===== src/rtl/hazard_ctrl_v2_pkg.sv =====
// Shared encodings for the pipeline stall/flush controller.
// FSM states and stall-cause codes are plain constants to stay compatible with older tooling.
package hazard_pkg;

  typedef logic [1:0] hz_state_t;

  localparam hz_state_t ST_RUN      = 2'd0;
  localparam hz_state_t ST_LD_STALL = 2'd1;
  localparam hz_state_t ST_MD_WAIT  = 2'd2;

  typedef logic [2:0] stall_cause_t;

  localparam stall_cause_t CAUSE_NONE     = 3'd0;
  localparam stall_cause_t CAUSE_DMEM     = 3'd1;
  localparam stall_cause_t CAUSE_MD       = 3'd2;
  localparam stall_cause_t CAUSE_REDIRECT = 3'd3;
  localparam stall_cause_t CAUSE_LOAD     = 3'd4;
  localparam stall_cause_t CAUSE_IMEM     = 3'd5;

endpackage


===== src/rtl/hazard_ctrl_v2_if.sv =====
// Bundle between the pipeline (master) and the stall/flush controller (slave).
interface hazard_ctrl_v2_if #(
  parameter int REG_AW = 5,
  parameter int CNT_W  = 32
);

  logic [REG_AW-1:0] id_rs1;
  logic [REG_AW-1:0] id_rs2;
  logic              id_use_rs1;
  logic              id_use_rs2;
  logic              id_ex_mem_read;
  logic [REG_AW-1:0] id_ex_rd;
  logic              id_ex_is_md;
  logic              md_done;
  logic              branch;
  logic              ex_jump;
  logic              icache_stall;
  logic              dcache_stall;
  logic              perf_clr;

  logic              pc_en;
  logic              if_id_en;
  logic              id_ex_en;
  logic              ex_mem_en;
  logic              mem_wb_en;
  logic              if_id_flush;
  logic              id_ex_flush;
  logic              ex_mem_flush;
  logic              md_start;
  logic [2:0]        stall_cause;
  logic [CNT_W-1:0]  cnt_dmem;
  logic [CNT_W-1:0]  cnt_md;
  logic [CNT_W-1:0]  cnt_redirect;
  logic [CNT_W-1:0]  cnt_load;
  logic [CNT_W-1:0]  cnt_imem;

  modport master (
    output id_rs1, id_rs2, id_use_rs1, id_use_rs2, id_ex_mem_read, id_ex_rd,
           id_ex_is_md, md_done, branch, ex_jump, icache_stall, dcache_stall, perf_clr,
    input  pc_en, if_id_en, id_ex_en, ex_mem_en, mem_wb_en,
           if_id_flush, id_ex_flush, ex_mem_flush, md_start, stall_cause,
           cnt_dmem, cnt_md, cnt_redirect, cnt_load, cnt_imem
  );

  modport slave (
    input  id_rs1, id_rs2, id_use_rs1, id_use_rs2, id_ex_mem_read, id_ex_rd,
           id_ex_is_md, md_done, branch, ex_jump, icache_stall, dcache_stall, perf_clr,
    output pc_en, if_id_en, id_ex_en, ex_mem_en, mem_wb_en,
           if_id_flush, id_ex_flush, ex_mem_flush, md_start, stall_cause,
           cnt_dmem, cnt_md, cnt_redirect, cnt_load, cnt_imem
  );

endinterface


===== src/rtl/hazard_ctrl_v2_sat_counter.sv =====
// Saturating up-counter with synchronous clear, used for per-cause stall statistics.
module sat_counter #(
  parameter int CNT_W = 32
) (
  input  logic             clk,
  input  logic             rst_n,
  input  logic             clr,
  input  logic             inc,
  output logic [CNT_W-1:0] q
);

  // Clear wins over increment; the count sticks at all-ones instead of wrapping.
  always_ff @(posedge clk) begin
    if (!rst_n) begin
      q <= '0;
    end else if (clr) begin
      q <= '0;
    end else if (inc && (q != {CNT_W{1'b1}})) begin
      q <= q + CNT_W'(1);
    end
  end

endmodule


===== src/rtl/hazard_ctrl_v2.sv =====
// Pipeline stall/flush controller: prioritises memory freezes, MUL/DIV waits, redirects,
// load-use bubbles and fetch stalls, and keeps a saturating cycle count per stall cause.
module hazard_ctrl_v2 #(
  parameter int REG_AW          = 5,
  parameter int LOAD_USE_CYCLES = 1,
  parameter int CNT_W           = 32
) (
  input  logic           clk,
  input  logic           rst_n,
  hazard_ctrl_v2_if.slave hz
);

  import hazard_pkg::*;

  localparam logic [1:0] LD_RELOAD = 2'(LOAD_USE_CYCLES - 1);

  hz_state_t         state;
  hz_state_t         next_state;
  logic [1:0]        ld_cnt;
  logic [1:0]        next_ld_cnt;
  logic [REG_AW-1:0] rs1;
  logic [REG_AW-1:0] rs2;
  logic [REG_AW-1:0] ex_rd;
  logic              redirect;
  logic              load_hz;
  logic              md_busy;
  stall_cause_t      cause;

  assign rs1      = hz.id_rs1;
  assign rs2      = hz.id_rs2;
  assign ex_rd    = hz.id_ex_rd;
  assign redirect = hz.branch | hz.ex_jump;
  assign load_hz  = hz.id_ex_mem_read && (ex_rd != '0) &&
                    ((hz.id_use_rs1 && (rs1 == ex_rd)) ||
                     (hz.id_use_rs2 && (rs2 == ex_rd)));

  // md_done arriving in the start cycle is ignored, so the start cycle is always busy.
  assign md_busy = ((state == ST_RUN) && hz.id_ex_is_md) ||
                   ((state == ST_MD_WAIT) && !hz.md_done);

  always_comb begin
    next_state      = state;
    next_ld_cnt     = ld_cnt;
    hz.pc_en        = 1'b1;
    hz.if_id_en     = 1'b1;
    hz.id_ex_en     = 1'b1;
    hz.ex_mem_en    = 1'b1;
    hz.mem_wb_en    = 1'b1;
    hz.if_id_flush  = 1'b0;
    hz.id_ex_flush  = 1'b0;
    hz.ex_mem_flush = 1'b0;
    hz.md_start     = 1'b0;
    cause           = CAUSE_NONE;

    if (!rst_n) begin
      hz.if_id_flush  = 1'b1;
      hz.id_ex_flush  = 1'b1;
      hz.ex_mem_flush = 1'b1;
      next_state      = ST_RUN;
      next_ld_cnt     = '0;
    end else if (hz.dcache_stall) begin
      // Freeze everything upstream of MEM/WB; a pending redirect simply waits its turn.
      hz.pc_en     = 1'b0;
      hz.if_id_en  = 1'b0;
      hz.id_ex_en  = 1'b0;
      hz.ex_mem_en = 1'b0;
      cause        = CAUSE_DMEM;
    end else if (md_busy) begin
      hz.pc_en        = 1'b0;
      hz.if_id_en     = 1'b0;
      hz.id_ex_en     = 1'b0;
      hz.ex_mem_flush = 1'b1;
      cause           = CAUSE_MD;
      if (state == ST_RUN) begin
        hz.md_start = 1'b1;
        next_state  = ST_MD_WAIT;
      end
    end else begin
      if (state == ST_MD_WAIT) begin
        next_state = ST_RUN;
      end

      if (redirect) begin
        hz.if_id_flush = 1'b1;
        hz.id_ex_flush = 1'b1;
        next_ld_cnt    = '0;
        next_state     = ST_RUN;
        cause          = CAUSE_REDIRECT;
      end else if (state == ST_LD_STALL) begin
        hz.pc_en       = 1'b0;
        hz.if_id_en    = 1'b0;
        hz.id_ex_flush = 1'b1;
        cause          = CAUSE_LOAD;
        next_ld_cnt    = ld_cnt - 2'd1;
        if (ld_cnt <= 2'd1) begin
          next_ld_cnt = '0;
          next_state  = ST_RUN;
        end
      end else if (load_hz) begin
        hz.pc_en       = 1'b0;
        hz.if_id_en    = 1'b0;
        hz.id_ex_flush = 1'b1;
        cause          = CAUSE_LOAD;
        if (LOAD_USE_CYCLES > 1) begin
          next_ld_cnt = LD_RELOAD;
          next_state  = ST_LD_STALL;
        end
      end else if (hz.icache_stall) begin
        hz.pc_en       = 1'b0;
        hz.if_id_en    = 1'b0;
        hz.id_ex_flush = 1'b1;
        cause          = CAUSE_IMEM;
      end
    end
  end

  assign hz.stall_cause = cause;

  always_ff @(posedge clk) begin
    if (!rst_n) begin
      state  <= ST_RUN;
      ld_cnt <= '0;
    end else begin
      state  <= next_state;
      ld_cnt <= next_ld_cnt;
    end
  end

  sat_counter #(.CNT_W(CNT_W)) u_cnt_dmem (
    .clk   (clk),
    .rst_n (rst_n),
    .clr   (hz.perf_clr),
    .inc   (cause == CAUSE_DMEM),
    .q     (hz.cnt_dmem)
  );

  sat_counter #(.CNT_W(CNT_W)) u_cnt_md (
    .clk   (clk),
    .rst_n (rst_n),
    .clr   (hz.perf_clr),
    .inc   (cause == CAUSE_MD),
    .q     (hz.cnt_md)
  );

  sat_counter #(.CNT_W(CNT_W)) u_cnt_redirect (
    .clk   (clk),
    .rst_n (rst_n),
    .clr   (hz.perf_clr),
    .inc   (cause == CAUSE_REDIRECT),
    .q     (hz.cnt_redirect)
  );

  sat_counter #(.CNT_W(CNT_W)) u_cnt_load (
    .clk   (clk),
    .rst_n (rst_n),
    .clr   (hz.perf_clr),
    .inc   (cause == CAUSE_LOAD),
    .q     (hz.cnt_load)
  );

  sat_counter #(.CNT_W(CNT_W)) u_cnt_imem (
    .clk   (clk),
    .rst_n (rst_n),
    .clr   (hz.perf_clr),
    .inc   (cause == CAUSE_IMEM),
    .q     (hz.cnt_imem)
  );

endmodule

===== src/flat_wrapper.sv =====
// flat-port wrapper written by rule: the top's interface ports become plain ports
module hazard_ctrl_v2_flat import hazard_pkg::*;
#(
  parameter int REG_AW          = 5,
  parameter int LOAD_USE_CYCLES = 1,
  parameter int CNT_W           = 32
)
  (clk, rst_n, hz_id_rs1, hz_id_rs2, hz_id_use_rs1, hz_id_use_rs2, hz_id_ex_mem_read, hz_id_ex_rd, hz_id_ex_is_md, hz_md_done, hz_branch, hz_ex_jump, hz_icache_stall, hz_dcache_stall, hz_perf_clr, hz_pc_en, hz_if_id_en, hz_id_ex_en, hz_ex_mem_en, hz_mem_wb_en, hz_if_id_flush, hz_id_ex_flush, hz_ex_mem_flush, hz_md_start, hz_stall_cause, hz_cnt_dmem, hz_cnt_md, hz_cnt_redirect, hz_cnt_load, hz_cnt_imem);
  hazard_ctrl_v2_if #(.REG_AW(REG_AW), .CNT_W(CNT_W)) hz_i ();
  input  logic clk;
  input  logic rst_n;
  input wire logic [$bits(hz_i.id_rs1)-1:0] hz_id_rs1;
  input wire logic [$bits(hz_i.id_rs2)-1:0] hz_id_rs2;
  input wire logic [$bits(hz_i.id_use_rs1)-1:0] hz_id_use_rs1;
  input wire logic [$bits(hz_i.id_use_rs2)-1:0] hz_id_use_rs2;
  input wire logic [$bits(hz_i.id_ex_mem_read)-1:0] hz_id_ex_mem_read;
  input wire logic [$bits(hz_i.id_ex_rd)-1:0] hz_id_ex_rd;
  input wire logic [$bits(hz_i.id_ex_is_md)-1:0] hz_id_ex_is_md;
  input wire logic [$bits(hz_i.md_done)-1:0] hz_md_done;
  input wire logic [$bits(hz_i.branch)-1:0] hz_branch;
  input wire logic [$bits(hz_i.ex_jump)-1:0] hz_ex_jump;
  input wire logic [$bits(hz_i.icache_stall)-1:0] hz_icache_stall;
  input wire logic [$bits(hz_i.dcache_stall)-1:0] hz_dcache_stall;
  input wire logic [$bits(hz_i.perf_clr)-1:0] hz_perf_clr;
  output wire logic [$bits(hz_i.pc_en)-1:0] hz_pc_en;
  output wire logic [$bits(hz_i.if_id_en)-1:0] hz_if_id_en;
  output wire logic [$bits(hz_i.id_ex_en)-1:0] hz_id_ex_en;
  output wire logic [$bits(hz_i.ex_mem_en)-1:0] hz_ex_mem_en;
  output wire logic [$bits(hz_i.mem_wb_en)-1:0] hz_mem_wb_en;
  output wire logic [$bits(hz_i.if_id_flush)-1:0] hz_if_id_flush;
  output wire logic [$bits(hz_i.id_ex_flush)-1:0] hz_id_ex_flush;
  output wire logic [$bits(hz_i.ex_mem_flush)-1:0] hz_ex_mem_flush;
  output wire logic [$bits(hz_i.md_start)-1:0] hz_md_start;
  output wire logic [$bits(hz_i.stall_cause)-1:0] hz_stall_cause;
  output wire logic [$bits(hz_i.cnt_dmem)-1:0] hz_cnt_dmem;
  output wire logic [$bits(hz_i.cnt_md)-1:0] hz_cnt_md;
  output wire logic [$bits(hz_i.cnt_redirect)-1:0] hz_cnt_redirect;
  output wire logic [$bits(hz_i.cnt_load)-1:0] hz_cnt_load;
  output wire logic [$bits(hz_i.cnt_imem)-1:0] hz_cnt_imem;
  assign hz_i.id_rs1 = hz_id_rs1;
  assign hz_i.id_rs2 = hz_id_rs2;
  assign hz_i.id_use_rs1 = hz_id_use_rs1;
  assign hz_i.id_use_rs2 = hz_id_use_rs2;
  assign hz_i.id_ex_mem_read = hz_id_ex_mem_read;
  assign hz_i.id_ex_rd = hz_id_ex_rd;
  assign hz_i.id_ex_is_md = hz_id_ex_is_md;
  assign hz_i.md_done = hz_md_done;
  assign hz_i.branch = hz_branch;
  assign hz_i.ex_jump = hz_ex_jump;
  assign hz_i.icache_stall = hz_icache_stall;
  assign hz_i.dcache_stall = hz_dcache_stall;
  assign hz_i.perf_clr = hz_perf_clr;
  assign hz_pc_en = hz_i.pc_en;
  assign hz_if_id_en = hz_i.if_id_en;
  assign hz_id_ex_en = hz_i.id_ex_en;
  assign hz_ex_mem_en = hz_i.ex_mem_en;
  assign hz_mem_wb_en = hz_i.mem_wb_en;
  assign hz_if_id_flush = hz_i.if_id_flush;
  assign hz_id_ex_flush = hz_i.id_ex_flush;
  assign hz_ex_mem_flush = hz_i.ex_mem_flush;
  assign hz_md_start = hz_i.md_start;
  assign hz_stall_cause = hz_i.stall_cause;
  assign hz_cnt_dmem = hz_i.cnt_dmem;
  assign hz_cnt_md = hz_i.cnt_md;
  assign hz_cnt_redirect = hz_i.cnt_redirect;
  assign hz_cnt_load = hz_i.cnt_load;
  assign hz_cnt_imem = hz_i.cnt_imem;
  hazard_ctrl_v2 #(.REG_AW(REG_AW), .LOAD_USE_CYCLES(LOAD_USE_CYCLES), .CNT_W(CNT_W)) u_core (.clk(clk), .rst_n(rst_n), .hz(hz_i));
endmodule

===== config.mk =====
export PLATFORM = sky130hd
export DESIGN_NAME = hazard_ctrl_v2_flat
export DESIGN_NICKNAME = d
export VERILOG_FILES = /design/src/rtl/hazard_ctrl_v2_pkg.sv /design/src/rtl/hazard_ctrl_v2_if.sv /design/src/rtl/hazard_ctrl_v2_sat_counter.sv /design/src/rtl/hazard_ctrl_v2.sv /design/src/flat_wrapper.sv
export SDC_FILE = /design/constraint.sdc
export NUM_CORES = 1
export LEC_CHECK = 0
export BUFFER_PORTS_ARGS = -buffer_cell sky130_fd_sc_hd__buf_2
export CORE_ASPECT_RATIO = 1.2
export CORE_UTILIZATION = 45
export CTS_CLUSTER_DIAMETER = 80
export DETAILED_ROUTE_END_ITERATION = 10
export GPL_TIMING_DRIVEN = 0
export PLACE_DENSITY = 0.67
export SLEW_MARGIN = 15
export SYNTH_ARGS = -nofsm -noshare
export SYNTH_HDL_FRONTEND = slang
export SYNTH_SLANG_ARGS = --single-unit

===== constraint.sdc =====
create_clock -name clk -period 6.78 [get_ports clk]
set_clock_uncertainty 0.05 [all_clocks]
set_input_delay 0.339 -clock clk [delete_from_list [all_inputs] [get_ports clk]]
set_output_delay 0.339 -clock clk [all_outputs]
set_load 0.1 [all_outputs]

## Yosys cells after proc, flatten, opt, wreduce, memory -nomap -nowiden

Cells that the tools add are included.

| cells by class | value |
|---|---|
| $lt $le $gt $ge | 1 |
| reduce and logical (&&, ||, !) cells | 20 |
| mux-type cells | 46 |
| $add $sub $neg | 6 |
| equal/unequal tests | 15 |
| bitwise operators | 4 |

Operator list:

| kind | count |
|---|---|
| 32-bit by 1-bit adder with 32-bit output (second input constant) | 5 |
| 32-bit inequality test (second input constant) | 5 |
| 1-bit two-way mux | 30 |
| 3-bit two-way mux | 7 |
| 2-bit two-way mux | 9 |
| 1-bit logical AND | 11 |
| 5-bit equality test | 2 |
| 3-bit by 2-bit equality test with 1-bit output (second input constant) | 2 |
| 3-bit equality test (second input constant) | 2 |
| 5-bit nonzero test | 1 |
| 3-bit by 1-bit equality test with 1-bit output (second input constant) | 1 |
| 1-bit NOT | 3 |
| 3-bit AND reduction | 1 |
| 2-bit by 1-bit equality test with 1-bit output (second input constant) | 1 |
| 2-bit equality test (second input constant) | 1 |
| 2-bit by 1-bit less-or-equal comparator with 1-bit output (second input constant) | 1 |
| 2-bit logical NOT | 1 |
| 1-bit logical OR | 2 |
| 2-bit inequality test (second input constant) | 1 |
| 2-bit AND reduction | 1 |
| 2-bit nonzero test | 1 |
| 2-bit OR reduction | 1 |
| 2-bit by 1-bit subtractor with 2-bit output (second input constant) | 1 |
| 1-bit logical NOT | 1 |
| 1-bit bitwise OR | 1 |

| word-level totals | value |
|---|---|
| output and inout port bits | 172 |
| input bits | 27 |
| bits in registers | 164 |

## Depth between registers and ports, before layout

| depth | value |
|---|---|
| depth after elaboration | 12 |
| mapped depth | 11 |
| gate-level depth less buffers | 8 |

## Cells and area by module

A second synthesis with hierarchy kept.

| second synthesis, totals | value |
|---|---|
| cells, all modules | 1090 |
| area total of the unflattened synthesis | 8877.3 um^2 |

By module, submodules not included:

| module | cells each | sequential area each (um^2) | instances | area each (um^2) |
|---|---|---|---|---|
| sat_counter at u_core.u_cnt_dmem ... | 203 | 640.6 | 4 | 1667.8 |
| sat_counter at u_core.u_cnt_redirect | 201 | 640.6 | 1 | 1674.1 |
| hazard_ctrl_v2 | 77 | 80.1 | 1 | 531.8 |

## Worst setup path before layout

Ideal clock, no wire load.

| path | value |
|---|---|
| path kind | in2out |
| from | in hz_dcache_stall |
| to | out hz_md_start |
| cell stages on the path | 2 |
| arrival | 3623 ps |
| slack | 2768 ps |
| cell sequence | nand2b_1 > nor4b_1 |

| on the way | value |
|---|---|
| longest elaborated chain between the ends | 2 |

Ends and longest elaborated chain:

| what | RTL line | text |
|---|---|---|
| start: declaration | flat_wrapper.sv:23 | `input wire logic [$bits(hz_i.dcache_stall)-1:0] hz_dcache_stall;` |
| 1-bit two-way mux | hazard_ctrl_v2.sv:61 | `end else if (hz.dcache_stall) begin` |
| 1-bit two-way mux | hazard_ctrl_v2.sv:55 | `if (!rst_n) begin` |
| end: declaration | flat_wrapper.sv:33 | `output wire logic [$bits(hz_i.md_start)-1:0] hz_md_start;` |

No other way between the ends.

## Final worst setup path

| path | value |
|---|---|
| from | reg u_core.state[1] |
| to | out hz_stall_cause[2] |

| on the way | value |
|---|---|
| longest elaborated chain between the ends | 6 |

Ends and longest elaborated chain:

| what | RTL line | text |
|---|---|---|
| start: declaration | hazard_ctrl_v2.sv:17 | `hz_state_t state;` |
| start signal: assignment | hazard_ctrl_v2.sv:124 | `state <= next_state;` |
| 2-bit by 1-bit equality test with 1-bit output, or another cell as far along | hazard_ctrl_v2.sv:89 | `end else if (state == ST_LD_STALL) begin` |
| 3-bit two-way mux, or another cell as far along | hazard_ctrl_v2.sv:89 |  |
| 3-bit two-way mux / 1-bit logical OR (equally long branches) | hazard_ctrl_v2.sv:83, hazard_ctrl_v2.sv:38 |  |
| 3-bit two-way mux * | hazard_ctrl_v2.sv:68 | `end else if (md_busy) begin` |
| 3-bit two-way mux * | hazard_ctrl_v2.sv:61 |  |
| 3-bit two-way mux * | hazard_ctrl_v2.sv:55 |  |
| end: declaration | flat_wrapper.sv:34 | `output wire logic [$bits(hz_i.stall_cause)-1:0] hz_stall_cause;` |

Mark *: on every way between the ends. The rest lies on a longest branch, timed or not.

==> impl_metrics.prom <==
# TYPE chip_impl_metric gauge
chip_impl_metric{name="yosys_synthesis_warning_count",unit=""} 0
chip_impl_info{name="final_common_cell",value="sky130_fd_sc_hd__buf_2"} 1
chip_impl_metric{name="worstSkewPairLatency",unit="ns"} 0.43
chip_impl_metric{name="cts-hold-fix-buffers",unit=""} 0
chip_impl_metric{name="layout_cells_sized_above_1",unit=""} 0.213
chip_impl_metric{name="pwr_density_cell",unit="nW/µm²"} 214
chip_impl_metric{name="placeableCoreArea",unit="µm²"} 18100
chip_impl_metric{name="worst-endpoint-arrival",unit="ns"} 2.63
chip_impl_metric{name="maximum_number_of_pins_on_one_net_before_global_route_repair",unit=""} 17
chip_impl_metric{name="synth_cells",unit=""} 1008
chip_impl_metric{name="area_growth",unit="%"} 23.3
chip_impl_metric{name="io_pins",unit=""} 199
chip_impl_info{name="grt_setup_unrepaired",value="no"} 1
chip_impl_metric{name="synth_cell_types",unit=""} 67
chip_impl_info{name="hold_path.class",value="input pin to register"} 1
chip_impl_metric{name="cts_num_sinks",unit=""} 164
chip_impl_metric{name="core.rowCount",unit=""} 54
chip_impl_metric{name="detail_route.drc_violations",unit=""} 0
chip_impl_info{name="cts-root-buf",value="sky130_fd_sc_hd__clkbuf_16"} 1
chip_impl_metric{name="pre_cts_slack",unit="ns"} 3.79
chip_impl_metric{name="wire_length_of_the_first_global_routing_pass",unit="mm"} 37.1
chip_impl_metric{name="tritoncts.num_buffers",unit=""} 17
chip_impl_metric{name="initial_antenna_violation_count",unit=""} 3
chip_impl_metric{name="total_leakage_power",unit="µW"} 0.00396
chip_impl_metric{name="cts.path.max_buffers",unit=""} 2
chip_impl_metric{name="timing_worst_slew_pin_value",unit="ns"} 1.07
chip_impl_metric{name="synth-seq-area-share",unit=""} 0.396
chip_impl_info{name="tritoncts",value="done"} 1
chip_impl_info{name="crit_path_end_kind",value="primary output"} 1
chip_impl_info{name="layout_common_cells",value="sky130_fd_sc_hd__buf_2 (201), sky130_fd_sc_hd__dfxtp_1 (164), sky130_fd_sc_hd__nor2_1 (125)"} 1
chip_impl_metric{name="die-area",unit="µm²"} 19000
chip_impl_metric{name="vias",unit=""} 8197
chip_impl_metric{name="critPathRequiredTime",unit="ns"} 6.39
chip_impl_metric{name="vias_in_the_first_global_route",unit=""} 7391
chip_impl_metric{name="period_minus_slack",unit="ns"} 3.02
chip_impl_metric{name="vias_per_cell",unit=""} 5.60
chip_impl_info{name="critPathKind",value="register to primary output"} 1
chip_impl_metric{name="drt.antenna.violating_nets",unit=""} 0
chip_impl_metric{name="drt-total-wl",unit="mm"} 23.8
chip_impl_metric{name="final_net_count",unit=""} 1256
chip_impl_metric{name="flops_latches_synth",unit=""} 164
chip_impl_metric{name="synth_area",unit="µm²"} 8300
chip_impl_metric{name="min_period_over_period",unit=""} 0.445
chip_impl_metric{name="finish.instance_area",unit="µm²"} 10200
chip_impl_metric{name="place_area",unit="µm²"} 9570
chip_impl_metric{name="routabilityCongestion",unit=""} 0.874
chip_impl_metric{name="ir_worst_vdd",unit="µV"} 168
chip_impl_info{name="cp-start-kind",value="register"} 1
chip_impl_metric{name="fmax",unit="GHz"} 0.332
chip_impl_metric{name="setup_viol",unit=""} 0
chip_impl_metric{name="grt_usage",unit=""} 0.247
chip_impl_metric{name="filler_cell_count",unit=""} 1740
chip_impl_info{name="postSynth.topFlopCell",value="sky130_fd_sc_hd__dfxtp_1"} 1
chip_impl_metric{name="drtIter0Drc",unit=""} 560
chip_impl_metric{name="finalWorstSetupSlack",unit="ns"} 3.76
chip_impl_metric{name="hpwlAfterDp",unit="mm"} 17.4
chip_impl_metric{name="syn_area_cell",unit="µm²"} 8.23
chip_impl_metric{name="worst_hold_slack",unit="ns"} 0.214
chip_impl_metric{name="synth_nets",unit=""} 1040
chip_impl_metric{name="routed_wirelength_normalized_by_instance_count",unit="µm"} 16.3
chip_impl_metric{name="synthArstFlopShare",unit=""} 0
chip_impl_metric{name="drv_cap",unit=""} 0
chip_impl_metric{name="hold_viol_final",unit=""} 0
chip_impl_metric{name="port_buffers",unit=""} 197
chip_impl_metric{name="cts_max_level",unit=""} 4
chip_impl_metric{name="drt_pre_antenna_iters",unit=""} 5
chip_impl_metric{name="chipHeight",unit="µm"} 151
chip_impl_metric{name="max-slew-margin-rel",unit=""} 0.277
chip_impl_metric{name="worst_setup_hold_path_clk_slew",unit="ns"} 0.06
chip_impl_info{name="outcome",value="completed"} 1
chip_impl_metric{name="die_w",unit="µm"} 126
chip_impl_metric{name="initial_utilization",unit=""} 0.458
chip_impl_metric{name="post_cts.resized_instances",unit=""} 0
chip_impl_metric{name="drv_slew",unit=""} 0
chip_impl_metric{name="worstPathMaxFanout",unit=""} 10
chip_impl_metric{name="overflow",unit=""} 0
chip_impl_metric{name="synth_edf_count",unit=""} 0
chip_impl_metric{name="post_cts.repair.setup_buffers",unit=""} 0
chip_impl_metric{name="final.setup.tns",unit="ns"} 0
## cell type report
type,count,area (µm²),area share
diodes,3,7.51,0.000734
clock inverters,12,201,0.0197
multi-input cells,779,4730,0.462
plain buffers,41,193,0.0188
flip-flops and latches,164,3280,0.321
clock buffers,20,457,0.0446
inverters,24,92.6,0.00905
well taps,224,280,0.0274
repair buffers,197,986,0.0964
## worst max-delay path: stages, from the launching register on
cell and delay [ns]:
sky130_fd_sc_hd__dfxtp_1 0.37, sky130_fd_sc_hd__nor2_1 0.47, sky130_fd_sc_hd__o31a_2 0.30, sky130_fd_sc_hd__and3_2 0.22, sky130_fd_sc_hd__a21oi_4 0.11, sky130_fd_sc_hd__inv_2 0.11, sky130_fd_sc_hd__buf_6 0.17, sky130_fd_sc_hd__buf_2 0.44
## per-stage QoR
step	power, µW	cells	utilization
floorplan	1090	1008	-
finish	2190	1464	0.565
detailed placement	1120	1429	0.528
global route	2240	1463	0.565
global placement	1120	1429	0.528
CTS	2200	1461	0.565
## synthesized netlist by cell type, drive strengths merged (2+ instances only)
cell    instances  area, µm²
a31oi           8       50.1
or4            10       75.1
o21ai          39        195
nor3           31        165
inv            24       92.6
nand2b         13       81.3
a41oi           2       17.5
xor2           40        350
nor4b           3       26.3
and4           27        236
clkbuf         28        105
o31ai           8       73.8
mux2i          10        100
or3            32        200
nor2b           5       31.3
o31a            3       27.5
nor2          125        469
buf            13       87.6
o211ai          3       22.5
a31o            3       26.3
and3           23        145
dfxtp         164       3280
ha              5       62.6
o21a            2       15.0
nor4           20        161
nand3          56        298
o22ai           2       12.5
a41o            7       70.1
o311ai          3       26.3
a211oi          2       20.0
or2             6       37.5
nand2          96        360
nand4          55        365
a21oi          48        255
xnor2          63        552
and2           19        119
## path summary, 6_finish.rpt
kind / to / startpoint / cells past startpoint / slack (ns)
hold / removal: u_core.state[0] / hz_dcache_stall / 3 / 0.21
setup / recovery: hz_stall_cause[2] / u_core.state[1] / 7 / 3.76
hold reg to reg: u_core.ld_cnt[0] / u_core.ld_cnt[0] / 2 / 0.41
setup reg to reg: u_core.u_cnt_imem.q[12] / u_core.u_cnt_imem.q[4] / 8 / 3.90
## sequential cells by signal (all words and copies together), names as in the netlist
name                     flops
u_core.ld_cnt                2
u_core.state                 2
u_core.u_cnt_dmem.q         32
u_core.u_cnt_imem.q         32
u_core.u_cnt_load.q         32
u_core.u_cnt_md.q           32
u_core.u_cnt_redirect.q     32
## layer usage
metal / routed length [µm] / global-route usage / part of all wire / vias to the layer above
met3: 1220 / 0.0540 / 0.051 / 43
li1: - / - / - / 4050
met4: 488 / 0.0994 / 0.020 / 0
met5: 0 / 0 / 0 / -
met2: 11600 / 0.427 / 0.49 / 242
met1: 10500 / 0.299 / 0.44 / 3862
## report_power, final
part           internal, µW  switching (µW)  leakage (µW)
combinational          31.8             104       0.00233
sequential              964            1.97       0.00132
clock                   674             408      0.000317
total                  1670             515       0.00396
## kinds of logic (layout without fill, tap and decap cells)
kind of cell               after synthesis  count (layout)  synth area share
xor gates and xnor gates               103             103             0.109
other                                    1               4          0.000452
DFF                                    164             164             0.396
muxes                                   10              10            0.0121
and+or+nand+nor                        525             525             0.338
adders and majority gates                5               5           0.00754
buffers and inverters                   65             294            0.0344
AOI/OAI and AO/OA                      135             135             0.103
Power figures use the tool's default switching activity.
